<file path="config.mk">
export PLATFORM = sky130hd
export DESIGN_NAME = bcd_scan_disp
export DESIGN_NICKNAME = d
export VERILOG_FILES = /design/src/rtl/bcd_scan_disp.sv
export SDC_FILE = /design/constraint.sdc
export NUM_CORES = 1
export LEC_CHECK = 0
export ABC_AREA = 0
export BUFFER_PORTS_ARGS = -buffer_cell sky130_fd_sc_hd__buf_2
export CORE_UTILIZATION = 45
export CTS_CLUSTER_DIAMETER = 30
export DETAILED_ROUTE_END_ITERATION = 16
export PLACE_DENSITY = 0.66
export SLEW_MARGIN = 20
export SYNTH_ARGS = -nofsm -noshare
export SYNTH_HDL_FRONTEND = slang
export SYNTH_SLANG_ARGS = --single-unit
export TNS_END_PERCENT = 1
</file>
<file path="constraint.sdc">
create_clock -name clk -period 2.83 [get_ports clk]
set_input_delay 0.283 -clock clk [delete_from_list [all_inputs] [get_ports clk]]
set_output_delay 0.283 -clock clk [all_outputs]
set_load 0.01 [all_outputs]
</file>
<file path="src/rtl/bcd_scan_disp.sv">
// Time-multiplexed common-anode 7-segment driver for packed BCD digits.
// Takes a per-frame snapshot of the digits and applies leading-zero blanking.
module bcd_scan_disp #(
    parameter int DIGITS      = 4,
    parameter int REFRESH_DIV = 50000
) (
    input  logic                  clk,
    input  logic                  r,
    input  logic [4*DIGITS-1:0]   bcd_in,
    input  logic [DIGITS-1:0]     dp_in,
    input  logic                  blank_lz,
    output logic [DIGITS-1:0]     an,
    output logic [6:0]            seg,
    output logic                  dp,
    output logic                  frame
);

    localparam int CW = (REFRESH_DIV > 1) ? $clog2(REFRESH_DIV) : 1;
    localparam int IW = $clog2(DIGITS);
    localparam logic [CW-1:0] CNT_MAX = CW'(REFRESH_DIV - 1);
    localparam logic [IW-1:0] IDX_MAX = IW'(DIGITS - 1);

    // Active-high segment pattern {g,f,e,d,c,b,a}; non-decimal codes show a dash.
    function automatic logic [6:0] seg7_decode(input logic [3:0] digit);
        case (digit)
            4'h0:    seg7_decode = 7'h3F;
            4'h1:    seg7_decode = 7'h06;
            4'h2:    seg7_decode = 7'h5B;
            4'h3:    seg7_decode = 7'h4F;
            4'h4:    seg7_decode = 7'h66;
            4'h5:    seg7_decode = 7'h6D;
            4'h6:    seg7_decode = 7'h7D;
            4'h7:    seg7_decode = 7'h07;
            4'h8:    seg7_decode = 7'h7F;
            4'h9:    seg7_decode = 7'h6F;
            default: seg7_decode = 7'h40;
        endcase
    endfunction

    logic [CW-1:0]        cnt_r;
    logic [IW-1:0]        idx_r;
    logic [4*DIGITS-1:0]  snap_r;
    logic [DIGITS-1:0]    dp_snap_r;
    logic [DIGITS-1:0]    an_r;
    logic [6:0]           seg_r;
    logic                 dp_r;
    logic                 frame_r;

    logic                 tick_s;
    logic                 last_s;
    logic [3:0]           cur_digit_s;
    logic                 cur_dp_s;
    logic                 cur_blank_s;
    logic                 zero_run_s;
    logic [DIGITS-1:0]    an_s;

    // Select the scanned digit; zero_run_s tracks "this digit and all above are zero".
    always_comb begin
        tick_s      = (cnt_r == CNT_MAX);
        last_s      = (idx_r == IDX_MAX);
        cur_digit_s = 4'h0;
        cur_dp_s    = 1'b0;
        cur_blank_s = 1'b0;
        zero_run_s  = 1'b1;
        an_s        = {DIGITS{1'b1}};
        for (int k = DIGITS - 1; k >= 0; k--) begin
            zero_run_s  = zero_run_s & (snap_r[4*k +: 4] == 4'h0);
            an_s[k]     = (idx_r != IW'(k));
            cur_digit_s = (idx_r == IW'(k)) ? snap_r[4*k +: 4] : cur_digit_s;
            cur_dp_s    = (idx_r == IW'(k)) ? dp_snap_r[k] : cur_dp_s;
            cur_blank_s = (idx_r == IW'(k)) ? (blank_lz & zero_run_s & (k != 0)) : cur_blank_s;
        end
    end

    // Prescaler, scan index, frame snapshot and registered display outputs.
    always_ff @(posedge clk) begin
        if (r) begin
            cnt_r     <= '0;
            idx_r     <= '0;
            snap_r    <= '0;
            dp_snap_r <= '0;
            an_r      <= {DIGITS{1'b1}};
            seg_r     <= 7'h7F;
            dp_r      <= 1'b1;
            frame_r   <= 1'b0;
        end else begin
            if (tick_s) begin
                cnt_r <= '0;
                idx_r <= last_s ? '0 : idx_r + IW'(1);
            end else begin
                cnt_r <= cnt_r + CW'(1);
                idx_r <= idx_r;
            end
            if (tick_s && last_s) begin
                snap_r    <= bcd_in;
                dp_snap_r <= dp_in;
            end else begin
                snap_r    <= snap_r;
                dp_snap_r <= dp_snap_r;
            end
            frame_r <= tick_s & last_s;
            an_r    <= an_s;
            seg_r   <= cur_blank_s ? 7'h7F : ~seg7_decode(cur_digit_s);
            dp_r    <= ~cur_dp_s;
        end
    end

    assign an    = an_r;
    assign seg   = seg_r;
    assign dp    = dp_r;
    assign frame = frame_r;

endmodule
</file>
=== Yosys cells after proc, flatten, opt, wreduce, memory -nomap -nowiden ===
Memories as Yosys holds them, arrays and structs flattened.
Index checks and enable logic that the tools add are counted.

* Bits of input ports: 23
* Memories kept: 1
* Output and inout bits: 13
* Bits in read-only memories: 112
* Logic and storage cells: 48
* Bits in registers: 51

* Bitwise logic cells: 8
* Add/subtract/negate cells: 2
* Equal/unequal tests: 7
* Reductions and logical operators: 8
* Multiplexer cells: 14

{| class="wikitable"
|+ Memories
! memory !! depth !! width !! rd ports !! clocked after Yosys merged registers in !! wr ports !! RTL line !! RTL
|-
| (no name shown) || 16 || 7 || 1 || 0 || 0 || 25 || <nowiki>case (digit)</nowiki>
|}

{| class="wikitable"
|+ Operators with widths
! operator !! number
|-
| 16-bit by 1-bit adder with 16-bit output, second input constant || 1
|-
| 16-bit equality test, second input constant || 1
|-
| 4-bit 2-to-1 mux || 4
|-
| 4-bit logical NOT || 3
|-
| 1-bit 2-to-1 mux || 8
|-
| 7-bit 2-to-1 mux || 1
|-
| 7-bit inverter || 1
|-
| 1-bit bitwise AND || 6
|-
| 2-bit equality test, second input constant || 2
|-
| 2-bit != test, second input constant || 2
|-
| 2-bit OR reduction || 2
|-
| 2-bit by 1-bit adder with 2-bit output, second input constant || 1
|-
| 2-bit by 1-bit equality test with 1-bit output, second input constant || 1
|-
| 2-bit logical NOT || 1
|-
| 2-bit 2-to-1 mux || 1
|-
| 2-bit by 1-bit != test with 1-bit output, second input constant || 1
|-
| 2-bit nonzero test || 1
|-
| 1-bit logical AND || 1
|-
| 1-bit inverter || 1
|}

=== Depth between registers and ports, before layout ===
Gate-level depths: netlist of run 1.
An unclocked memory read counts as a cell.

* Depth after elaboration: 8
* Gate-level depth with buffers: 10
* Mapped depth without buffers: 8

=== Worst setup path after synthesis of run 1 ===
No wires, ideal clock.

* Kind: flip-flop to flip-flop
* Start: register idx_r[0]
* End: register seg_r[4] (netlist: seg[4])
* Path slack: 0.495 ns
* Clock period less this slack: 2.335 ns
* Arrival: 2.256 ns
* Data required time: 2.751 ns
* Stages on the path, launching flop included: 11
* Library setup time: 0.079 ns
* Path buffers: 2
* Path through: dfxtp_1 -> inv_1 -> ha_1 -> clkbuf_1 -> buf_2 -> nor3b_1 -> a221oi_1 -> inv_1 -> ha_1 -> mux2_2 -> a22oi_1

* Word-level cells in the longest chain between the ends: 8
* Elaborated cells between the ends (all ways): 16
* Classes of those cells: eq/ne: 3; mux: 9; bitwise: 1; reduce/logical: 2; memory: 1

{| class="wikitable"
|+ RTL lines
! what !! RTL line !! RTL
|-
| from (decl) || 41 || <nowiki>logic [IW-1:0] idx_r;</nowiki>
|-
| from (signal assigned) || 89 || <nowiki>idx_r <= last_s ? '0 : idx_r + IW'(1);</nowiki>
|-
| from (signal assigned) || 92 || <nowiki>idx_r <= idx_r;</nowiki>
|-
| 2-bit equality test || 69, 71 ||
|-
| 4-bit 2-to-1 mux (4 in series) || 69 || <nowiki>cur_digit_s = (idx_r == IW'(k)) ? snap_r[4*k +: 4] : cur_digit_s;</nowiki>
|-
| memory read 16 x 7 bit || n/a ||
|-
| 7-bit 2-to-1 mux || 77 || <nowiki>if (r) begin</nowiki>
|-
| 7-bit inverter || 103 || <nowiki>seg_r <= cur_blank_s ? 7'h7F : ~seg7_decode(cur_digit_s);</nowiki>
|-
| to (signal assigned) || 103 ||
|-
| to (decl) || 45 || <nowiki>logic [6:0] seg_r;</nowiki>
|}

Several ways; a longest one is shown, not always the timed one. The select of a mux whose other input is x is not followed.
A chain may end at the register's enable or synchronous reset.

=== Worst setup path after layout of run 1 ===
* Start: register cnt_r[10]
* End: register dp_snap_r[0]

* Word-level cells in the longest chain between the ends: 2

{| class="wikitable"
|+ RTL lines
! what !! RTL line !! RTL
|-
| from (decl) || 40 || <nowiki>logic [CW-1:0] cnt_r;</nowiki>
|-
| from (signal assigned) || 91 || <nowiki>cnt_r <= cnt_r + CW'(1);</nowiki>
|-
| 16-bit equality test || 59 || <nowiki>tick_s = (cnt_r == CNT_MAX);</nowiki>
|-
| 1-bit logical AND || 94 || <nowiki>if (tick_s && last_s) begin</nowiki>
|-
| to (signal assigned) || 96 || <nowiki>dp_snap_r <= dp_in;</nowiki>
|-
| to (signal assigned) || 99 || <nowiki>dp_snap_r <= dp_snap_r;</nowiki>
|-
| to (decl) || 43 || <nowiki>logic [DIGITS-1:0] dp_snap_r;</nowiki>
|}

No other way between the ends.

==> results of run 1 <==
-- worst max-delay path, cell delays in order, from the launching register on --
cell and delay [ns]:
dfxtp_1 0.35, or4bb_1 0.55, or4_1 0.76, buf_4 0.27, o21ai_0 0.16, a21oi_1 0.09
-- worst paths after layout --
check             cells after the start      endpoint  slack (ns)      start
hold / removal                        3  dp_snap_r[3]        0.23   dp_in[3]
setup / recovery                      5  dp_snap_r[0]        0.51  cnt_r[10]
hold reg to reg                       1      cnt_r[0]        0.47   cnt_r[0]
setup reg to reg                      5  dp_snap_r[0]        0.51  cnt_r[10]
-- sequential cells by signal (all words and copies together) (netlist names) --
| name | count |
|---|---|
| frame | 1 |
| cnt_r | 16 |
| snap_r | 16 |
| seg | 7 |
| an | 4 |
| dp | 1 |
| dp_snap_r | 4 |
| idx_r | 2 |
-- layout make-up --
type,count,area share
multi-input combinational,187,0.454
sequential,51,0.383
timing repair buffer,42,0.0855
tap,67,0.0315
clock buffer,7,0.0287
inverter,11,0.0155
clock inverter,1,0.00188
-- power groups by stage --
stage	sequential [µW]	combinational, µW	clock (µW)
5_1_grt	732	51.3	440
3_3_place_gp	747	45.6	0
4_1_cts	730	46.4	415
3_5_place_dp	747	46.0	0
6_report	730	45.7	401
2_1_floorplan	750	19.2	0
-- through the flow --
stage,utilization,hold WS [ns]
6_report,0.546,0.228
5_1_grt,0.546,0.234
4_1_cts,0.546,0.220
3_5_place_dp,0.529,0.454
3_3_place_gp,0.529,0.441
2_1_floorplan,-,0.408
-- layout by cell type, fill, tap and decap left out, drive strengths merged, types with 6 or more instances in the layout --
master,count
nand2b,6
nor2,17
nand3,25
buf,42
nand2,10
o21ai,24
dfxtp,51
ha,10
clkbuf,7
a21oi,27
inv,11
xor2,9
-- metal layers --
| metal | vias up | track usage | routed length (µm) |
|---|---|---|---|
| met2 | 27 | 0.311 | 2260 |
| li1 | 1020 | - | - |
| met4 | 0 | 0.0818 | 98 |
| met5 | - | 0 | 0 |
| met3 | 9 | 0.0379 | 142 |
| met1 | 891 | 0.246 | 2380 |
-- cells by family (layout without fill, tap and decap cells) --
family | Yosys count | count (layout)
adder cells (fa/ha/maj) | 10 | 10
AO/OA/AOI/OAI | 70 | 70
AND/OR/NAND/NOR | 90 | 90
buffers and inverters | 32 | 61
XOR/XNOR | 12 | 12
flip-flops | 51 | 51
multiplexers | 5 | 5
==> metrics.md, run 1 <==
| Metric | Value |
|---|---|
| Setup violators final | 0 |
| Switch share | 0.217 |
| Status | finished clean |
| Row cnt | 25 |
| Commonest cells in the netlist | dfxtp_1 (51), a21oi_1 (27), nand3_1 (25) |
| Area after DPL | 0.00258 mm² |
| Number of nets in the layout | 331 |
| CTS root buf | clkbuf_8 |
| Max rail drop VDD | roughly 0.27 mV |
| Synth Register Bits | 51 |
| Setup TNS | 0 ns |
| Worst Setup Start Kind | flip-flop |
| RSZ-0062 raised after global routing | no |
| HPWL after DPL | approximately 3400 µm |
| Fin worst setup slack | around 0.51 ns |
| Slew Viols, Final | 0 |
| Synth Area in Adders | 0.0532 |
| Wire length of the first global-routing pass | around 8100 µm |
| Clock-pin slew on the worst setup and hold paths | 0.09 ns |
| Final Non-Filler Cells | around 370 |
| Syn_area_per_cell | between 8 and 9 µm² |
| Pwr Total | approximately 1200 µW |
| Maximum root-to-sink buffer count | 2 |
| DR WL/cell | approximately 13 µm |
| Remaining antenna violation count | 0 |
| Clock Sink Count | 51 |
| Hold buffer count at cts | 0 |
| Chip Width | ~74 µm |
| Pin count of the biggest net entering global routing | 33 |
| Clk Latency, worst-skew pair | 0.30 ns |
| Post-Synth XOR/XNOR Area | 0.0447 |
| CTS Buf Count | 5 |
| Power per cell area | roughly 440 mW/mm² |
| Mux cell area share after synthesis | 0.0224 |
| Area fraction of the dominant cell type after synthesis | 0.434 |
| Post_cts resized | 0 |
| Die area | 0.00552 mm² |
| Largest family of logic cells by synthesized area | simple AND/OR/NAND/NOR gates |
| Die Ht | around 74 µm |
| Number of setup buffers added after CTS | 0 |
| Residual DRC | 0 |
| Flop pwr share | 0.621 |
| Post-synth EDFFs | 0 |
| Fillers | about 480 |
| CTS H-tree depth | 2 |
| NetSw | 255 µW |
| FF/Latch Area | 0.00102 mm² |
| Period Utilization, post-route | 0.820 |
| Vias in the first global route | about 1800 |
| Critical path required time | 3.00 ns |
| Vias per cell | around 5.3 |
| Share of post-route cells with drive strength above 1 | 0.174 |
| GR Overflow Total | 0 |
| Syn Inst Count | 270 |
| Placed Cells | 358 |
| Initial antenna violation count | 0 |
| Final Skew | 0.00806 ns |
| Initial Utilization | 0.482 |
| Synth async-reset ratio | 0 |
| Ports | 36 |
| Post-synthesis simple-gate area fraction | 0.212 |
| Post-synth top area cell | dfxtp_1 |
| Leak | ~0.001 µW |
| Minimum clock period after layout | ~2.3 ns |
| Diodes inserted | 0 |
| Synth-to-layout area growth | 13.3% |
| GP Congestion | just over 0.8 |
| Design area | between 0.002 and 0.003 mm² |
| Dpl ws | between 0.5 and 0.6 ns |
| Final Hold Fails | 0 |
| Slew headroom | 0.621 |
| Hold Crit Class | primary input to flip-flop |
| Total track usage | 0.190 |
| Number of buffers added on ports | 35 |
| Most numerous cell in the Yosys netlist | dfxtp_1 |
| Crit path kind | flip-flop to flip-flop |
| CP Data Arrival Time | ~2.5 ns |
| Top post-synthesis cells by area | dfxtp_1 (43%), a21oi_1 (5.7%), ha_1 (5.3%), nand3_1 (5.3%), o21ai_0 (5.1%) |
| Slew @ Worst Pin | 0.568 ns |
| CTS tree | yes |
| Vias | about 1900 |
| Max cap viols | 0 |
| Synthesized area | approximately 0.0024 mm² |
| Register area share after synthesis | 0.434 |
| Pint | between 900 and 1000 µW |
| Synth Area in Compound Gates | 0.179 |
| Synth Flop Type | dfxtp_1 |
| Final wirelength | between 4000 and 5000 µm |
| Clock group share of total power | 0.341 |
| Crit-path max FO | 14 |
| CP Capture Type | flip-flop |
| Core area | 0.00488 mm² |
| Synth unique cells | 40 |
| Synthesized net count | 303 |
| Combinational Power Share | 0.039 |
| Ys Warns | 0 |
| DR iter-0 viols | 100 |
| Area taken by multi-input logic gates | around 0.0012 mm² |
| F_max | between 400 and 500 MHz |
| TritonRoute pass-1 iters | 4 |
Power figures use the tool's default switching activity.
==> run 2, diff against run 1 <==
- clock period: 2.83 -> 2.4 ns (I/O delays scaled with it)
==> run 2 against run 1 <==
Compared with the run above:
- non-clock buffer count grew 4
- worst hold slack lost 0.051 ns
- total power grew 30%
- register-to-register slack lost 0.24 ns
- maximum frequency grew 9.1%
- combinational power grew 17%
- clock skew grew 0.0040 ns
- worst setup slack lost 0.24 ns
- core utilization grew 1.6 points
- flip-flop and latch count is the same
- sequential power grew 18%
- largest power group unchanged
==> metrics.md, run 2 (synthesis gave the netlist of run 1 again) <==
| Metric | Value |
|---|---|
| Diodes inserted | 0 (unchanged) |
| R2R Setup Slk | 0.27 ns (-0.24 ns) |
| Residual DRC | 0 (unchanged) |
| Flop pwr share | 0.562 (-0.059) |
| Leak | 0.00101 µW (+3.4%) |
| Minimum clock period after layout | 2.13 ns (-0.193 ns) |
| Max cap viols | 0 (unchanged) |
| DR iter-0 viols | 87 (-13%) |
| Initial antenna violation count | 0 (unchanged) |
| Reg-to-reg critical path endpoint | seg[4] |
| Slew headroom | 0.641 (+0.0194) |
| NetSw | 312 µW (+22%) |
| Dpl ws | 0.178 ns (-0.344 ns) |
| Remaining antenna violation count | 0 (unchanged) |
| Cells on Worst Hold Path | 3 (unchanged) |
| Pin count of the biggest net entering global routing | 33 (unchanged) |
| Critical path required time | 2.63 ns (-0.37 ns) |
| Maximum root-to-sink buffer count | 2 (unchanged) |
| Final Skew | 0.0121 ns (+0.00399 ns) |
| Worst Setup Start Kind | flip-flop |
| GP Congestion | 0.822 (+0.60%) |
| Row cnt | 25 (unchanged) |
| Ports | 36 (unchanged) |
| Crit path kind | flip-flop to flip-flop |
| Power per cell area | 558 mW/mm² (+26%) |
| GR Overflow Total | 0 (unchanged) |
| Total track usage | 0.195 (+0.00463) |
| CP Data Arrival Time | 2.36 ns (-0.13 ns) |
| Chip Width | 74.3 µm (unchanged) |
| TritonRoute pass-1 iters | 4 (unchanged) |
| F_max | 470 MHz (+9.1%) |
| Period Utilization, post-route | 0.887 (+0.0666) |
| Die Ht | 74.3 µm (unchanged) |
| Wire length of the first global-routing pass | 8100 µm (+0.17%) |
| Die area | 0.00552 mm² (unchanged) |
| Vias per cell | 5.29 (-0.57%) |
| Setup violators final | 0 (unchanged) |
| CP Capture Type | flip-flop |
| Pint | 1220 µW (+32%) |
| Most common cell after layout, fill and taps aside | dfxtp_1 |
| Worst R2R Start | idx_r[1] |
| Clk Latency, worst-skew pair | 0.31 ns (about the same) |
| Hold buffer count at cts | 0 (unchanged) |
| CTS H-tree depth | 2 (unchanged) |
| Clock-pin slew on the worst setup and hold paths | 0.10 ns (about the same) |
| Setup TNS | 0 ns (unchanged) |
| RSZ-0062 raised after global routing | no |
| HPWL after DPL | 3530 µm (+4.3%) |
| Number of buffers added on ports | 35 (unchanged) |
| CTS Buf Count | 5 (unchanged) |
| Slew Viols, Final | 0 (unchanged) |
| Hold Crit Class | primary input to flip-flop |
| Worst R2R Path Depth | 8 (+3) |
| Vias | 1957 (+0.51%) |
| DR WL/cell | 13.3 µm (-0.57%) |
| Slew @ Worst Pin | 0.539 ns (-0.0291 ns) |
| Final wirelength | 4910 µm (+0.51%) |
| Fin worst setup slack | 0.272 ns (-0.237 ns) |
| Vias in the first global route | 1828 (+2.9%) |
| Clock Sink Count | 51 (unchanged) |
| HP Start | dp_in[3] |
| Core area | 0.00488 mm² (unchanged) |
| Status | finished clean |
| Share of post-route cells with drive strength above 1 | 0.201 (+0.0274) |
| Max rail drop VDD | 0.325 mV (+21%) |
| Switch share | 0.204 (-0.0131) |
| Initial Utilization | 0.482 (unchanged) |
| Number of nets in the layout | 335 (+1.2%) |
| Combinational Power Share | 0.035 (-0.004) |
| Crit-path max FO | 13 (-1) |
| Clock group share of total power | 0.403 (+0.062) |
| Synth-to-layout area growth | 16.6% |
| Worst hold path endpoint | dp_snap_r[3] |
| Most frequent cells in the layout | dfxtp_1 (51), buf_2 (35), a21oi_1 (27), nand3_1 (25), o21ai_0 (24) |
| Final Hold Fails | 0 (unchanged) |
| CTS tree | yes |
| CTS root buf | clkbuf_8 |
==> run 2: changes by cell type in the layout (fill, tap and decap cells not counted), sizes merged <==
cell / previous run / this run
clkbuf: 7 / 6
bufinv: 0 / 1
buf: 42 / 46
==> run 2: layout make-up <==
class | instances | area, µm²
clock buffers | 6 | 82.6
fillers | 481 | 2140
clock inverters | 2 | 35.0
flip-flops and latches | 51 | 1020
repair buffers | 46 | 258
well taps | 67 | 83.8
inverters | 11 | 41.3
multi-input cells | 187 | 1220
==> run 2: how the worst max path moves through the flow <==
stage                     endpoint  startpoint
final                       seg[4]    idx_r[1]
after global placement      seg[4]    idx_r[0]
after detailed placement    seg[4]    idx_r[0]
after global routing        seg[4]    idx_r[1]
after floorplan             seg[4]    idx_r[0]
after CTS                   seg[4]    idx_r[0]
==> run 2: metal layers <==
layer  vias up  routed length [µm]  track usage
met1       897                2300        0.241
met2        32                2350        0.329
li1       1023                   -            -
met3         5                 188       0.0393
met4         0                  74       0.0881
met5         -                   0            0
==> run 2: per-stage QoR <==
step	hold slack [ns]	util	total power [µW]	area [µm²]	instances
after global routing	0.178	0.562	1590	2740	370
after global placement	0.442	0.535	934	2610	362
after CTS	0.176	0.559	1540	2730	370
after detailed placement	0.449	0.535	935	2610	362
final	0.177	0.562	1530	2740	370
after floorplan	0.365	-	906	2350	270
==> run 2: critical path, cell delays in order, from the launching register on <==
cell	delay, ns
dfxtp_1	0.35
inv_1	0.09
ha_1	0.39
a211oi_1	0.12
a221oi_2	0.29
inv_1	0.16
ha_1	0.22
mux2_2	0.26
a22oi_1	0.16
==> run 2: repair_timing <==
action,in CTS,in global routing
setup endpoints to repair,0,3
setup buffers,0,0
hold endpoints to repair,0,0
resized for setup,0,3
==> run 2: power groups by stage <==
| stage | registers [µW] | clock network (µW) | logic, µW |
|---|---|---|---|
| 2_1_floorplan | 884 | 0 | 22.6 |
| 3_3_place_gp | 881 | 0 | 53.7 |
| 3_5_place_dp | 881 | 0 | 53.8 |
| 4_1_cts | 861 | 628 | 53.9 |
| 5_1_grt | 863 | 666 | 61.2 |
| 6_report | 861 | 616 | 53.4 |
==> run 3, diff against run 2 <==
- PLACE_DENSITY: 0.66 -> default
- PLACE_DENSITY_LB_ADDON: default -> 0.2
- SKIP_LAST_GASP: default -> 1
==> run 3 against run 2 <==
Compared with the run above:
- first-iteration DRC count grew 38%
- largest power group unchanged
- largest cell class unchanged
- clock skew shrank 0.0061 ns
- count of clock-buffer cells in the layout is the same
- maximum frequency shrank 4.3%
- non-clock buffer count grew 2
- global-route usage grew 0.17 points
- total power shrank 8.3%
- sequential power is essentially flat
- wire length shrank 1.2%
- worst hold slack gained 0.016 ns
- register-to-register slack lost 0.095 ns
==> metrics.md, run 3 (synthesis gave the netlist of run 1 again) <==
| Metric | Value |
|---|---|
| Status | finished clean |
| Critical path required time | 2.56 ns (-0.07 ns) |
| Vias | 1968 (+0.56%) |
| Fin worst setup slack | 0.177 ns (-0.0951 ns) |
| Dpl ws | 0.200 ns (+0.0217 ns) |
| Final Hold Fails | 0 (unchanged) |
| Slew Viols, Final | 0 (unchanged) |
| Initial Utilization | 0.482 (unchanged) |
| M1 wire length | 2350 µm (+2.2%) |
| Crit path kind | flip-flop to flip-flop |
| Die area | 0.00552 mm² (unchanged) |
| Slew @ Worst Pin | 0.540 ns (+0.00135 ns) |
| Area after DPL | 0.00263 mm² (+0.57%) |
| Most common cell after layout, fill and taps aside | dfxtp_1 |
| Crit-path max FO | 10 (-3) |
| Clock Sink Count | 51 (unchanged) |
| Max cap viols | 0 (unchanged) |
| Met3 routed WL | 153 µm (-19%) |
| Clk Latency, worst-skew pair | 0.29 ns (-0.02 ns) |
| Worst Setup Start Kind | flip-flop |
| Clock-pin slew on the worst setup and hold paths | 0.09 ns (about the same) |
| Row cnt | 25 (unchanged) |
| Setup TNS | 0 ns (unchanged) |
| CTS H-tree depth | 2 (unchanged) |
| Share of post-route cells with drive strength above 1 | 0.204 (+0.00263) |
| Setup violators final | 0 (unchanged) |
| Ports | 36 (unchanged) |
| Minimum clock period after layout | 2.22 ns (+0.0951 ns) |
| F_max | 450 MHz (-4.3%) |
| Chip Width | 74.3 µm (unchanged) |
| Leak | 0.00101 µW (about the same) |
| Met2 Wirelength | 2330 µm (-0.94%) |
| CTS tree | yes |
| Die Ht | 74.3 µm (unchanged) |
| Max rail drop VDD | 0.330 mV (+1.3%) |
| Design area | 0.00273 mm² (-0.46%) |
| Period Utilization, post-route | 0.926 (+0.0396) |
| Vias per cell | 5.30 (+0.29%) |
| Hold Crit Class | primary input to flip-flop |
| DR iter-0 viols | 120 (+38%) |
| Vias in the first global route | 1882 (+3.0%) |
| Slew headroom | 0.640 (-0.000900) |
| TritonRoute pass-1 iters | 4 (unchanged) |
| CP Capture Type | flip-flop |
| HPWL after DPL | 3460 µm (-2.1%) |
| Maximum root-to-sink buffer count | 2 (unchanged) |
| Most frequent cells in the layout | dfxtp_1 (51), buf_2 (35), a21oi_1 (27), nand3_1 (25), o21ai_0 (24) |
| Power per cell area | 515 mW/mm² (-7.9%) |
| Final Skew | 0.00591 ns (-0.00614 ns) |
| Remaining antenna violation count | 0 (unchanged) |
| Diodes inserted | 0 (unchanged) |
| Top sig layer | met4 |
| Residual DRC | 0 (unchanged) |
| Hold buffer count at cts | 0 (unchanged) |
| Number of setup buffers added after CTS | 0 (unchanged) |
| DR WL/cell | 13.1 µm (-1.4%) |
| Total track usage | 0.197 (+0.00171) |
| Post_cts resized | 0 (unchanged) |
| GR Overflow Total | 0 (unchanged) |
| CTS Buf Count | 5 (unchanged) |
| Wire length of the first global-routing pass | 8440 µm (+4.2%) |
| Core area | 0.00488 mm² (unchanged) |
| Pin count of the biggest net entering global routing | 33 (unchanged) |
| Number of nets in the layout | 337 (+0.60%) |
| Synth-to-layout area growth | 16.1% |
| CP Data Arrival Time | 2.38 ns (+0.02 ns) |
| Initial antenna violation count | 0 (unchanged) |
| Number of buffers added on ports | 35 (unchanged) |
| Final wirelength | 4850 µm (-1.2%) |
| CTS root buf | clkbuf_8 |
| GP Congestion | 0.805 (-2.0%) |
| RSZ-0062 raised after global routing | no |
-- run 3: cell types whose count changed in the layout (fill, tap and decap cells not counted) --
| cell | delta |
|---|---|
| buf_4 | +2 |
| a211oi_1 | -1 |
| a211oi_2 | +1 |
| bufinv_16 | -1 |
| ha_1 | +1 |
| ha_2 | -1 |
-- run 3: power breakdown --
part | leakage, µW | internal, µW | total (µW) | switching (µW)
clock network | 0.0000470 | 227 | 490 | 263
logic | 0.000545 | 25.7 | 53.6 | 27.9
registers | 0.000414 | 856 | 861 | 4.81
total | 0.00101 | 1110 | 1400 | 296
-- run 3: path summary, 6_finish.rpt --
| path | slack (ns) | from | depth (start not counted) | end |
|---|---|---|---|---|
| setup / recovery | 0.18 | cnt_r[10] | 5 | snap_r[15] |
| hold / removal | 0.19 | bcd_in[11] | 3 | snap_r[11] |
| setup reg to reg | 0.18 | cnt_r[10] | 5 | snap_r[15] |
| hold reg to reg | 0.47 | cnt_r[0] | 1 | cnt_r[0] |
-- run 3: stage by stage --
stage	instances	total power [µW]	utilization	hold slack, ns
3_3_place_gp	364	934	0.538	0.442
2_1_floorplan	270	906	-	0.365
6_report	371	1400	0.559	0.193
4_1_cts	371	1420	0.556	0.186
3_5_place_dp	364	934	0.538	0.456
5_1_grt	371	1470	0.559	0.197
-- run 3: final cells by class --
cell class | instances | area (µm²)
inverters | 11 | 41.3
repair buffers | 48 | 273
clock inverters | 1 | 5.00
fillers | 486 | 2150
clock buffers | 6 | 82.6
flip-flops and latches | 51 | 1020
well taps | 67 | 83.8
multi-input cells | 187 | 1220
-- run 3: layer usage --
| layer | vias up | track usage |
|---|---|---|
| met4 | 0 | 0.0545 |
| met5 | - | 0 |
| li1 | 1024 | - |
| met3 | 2 | 0.0366 |
| met2 | 32 | 0.328 |
| met1 | 910 | 0.262 |
-- run 3: critical path: stages, from the launching register on --
cell and delay [ns]:
dfxtp_1 0.34, or4bb_1 0.54, or4_1 0.68, buf_4 0.23
o21ai_0 0.21, a21oi_1 0.09
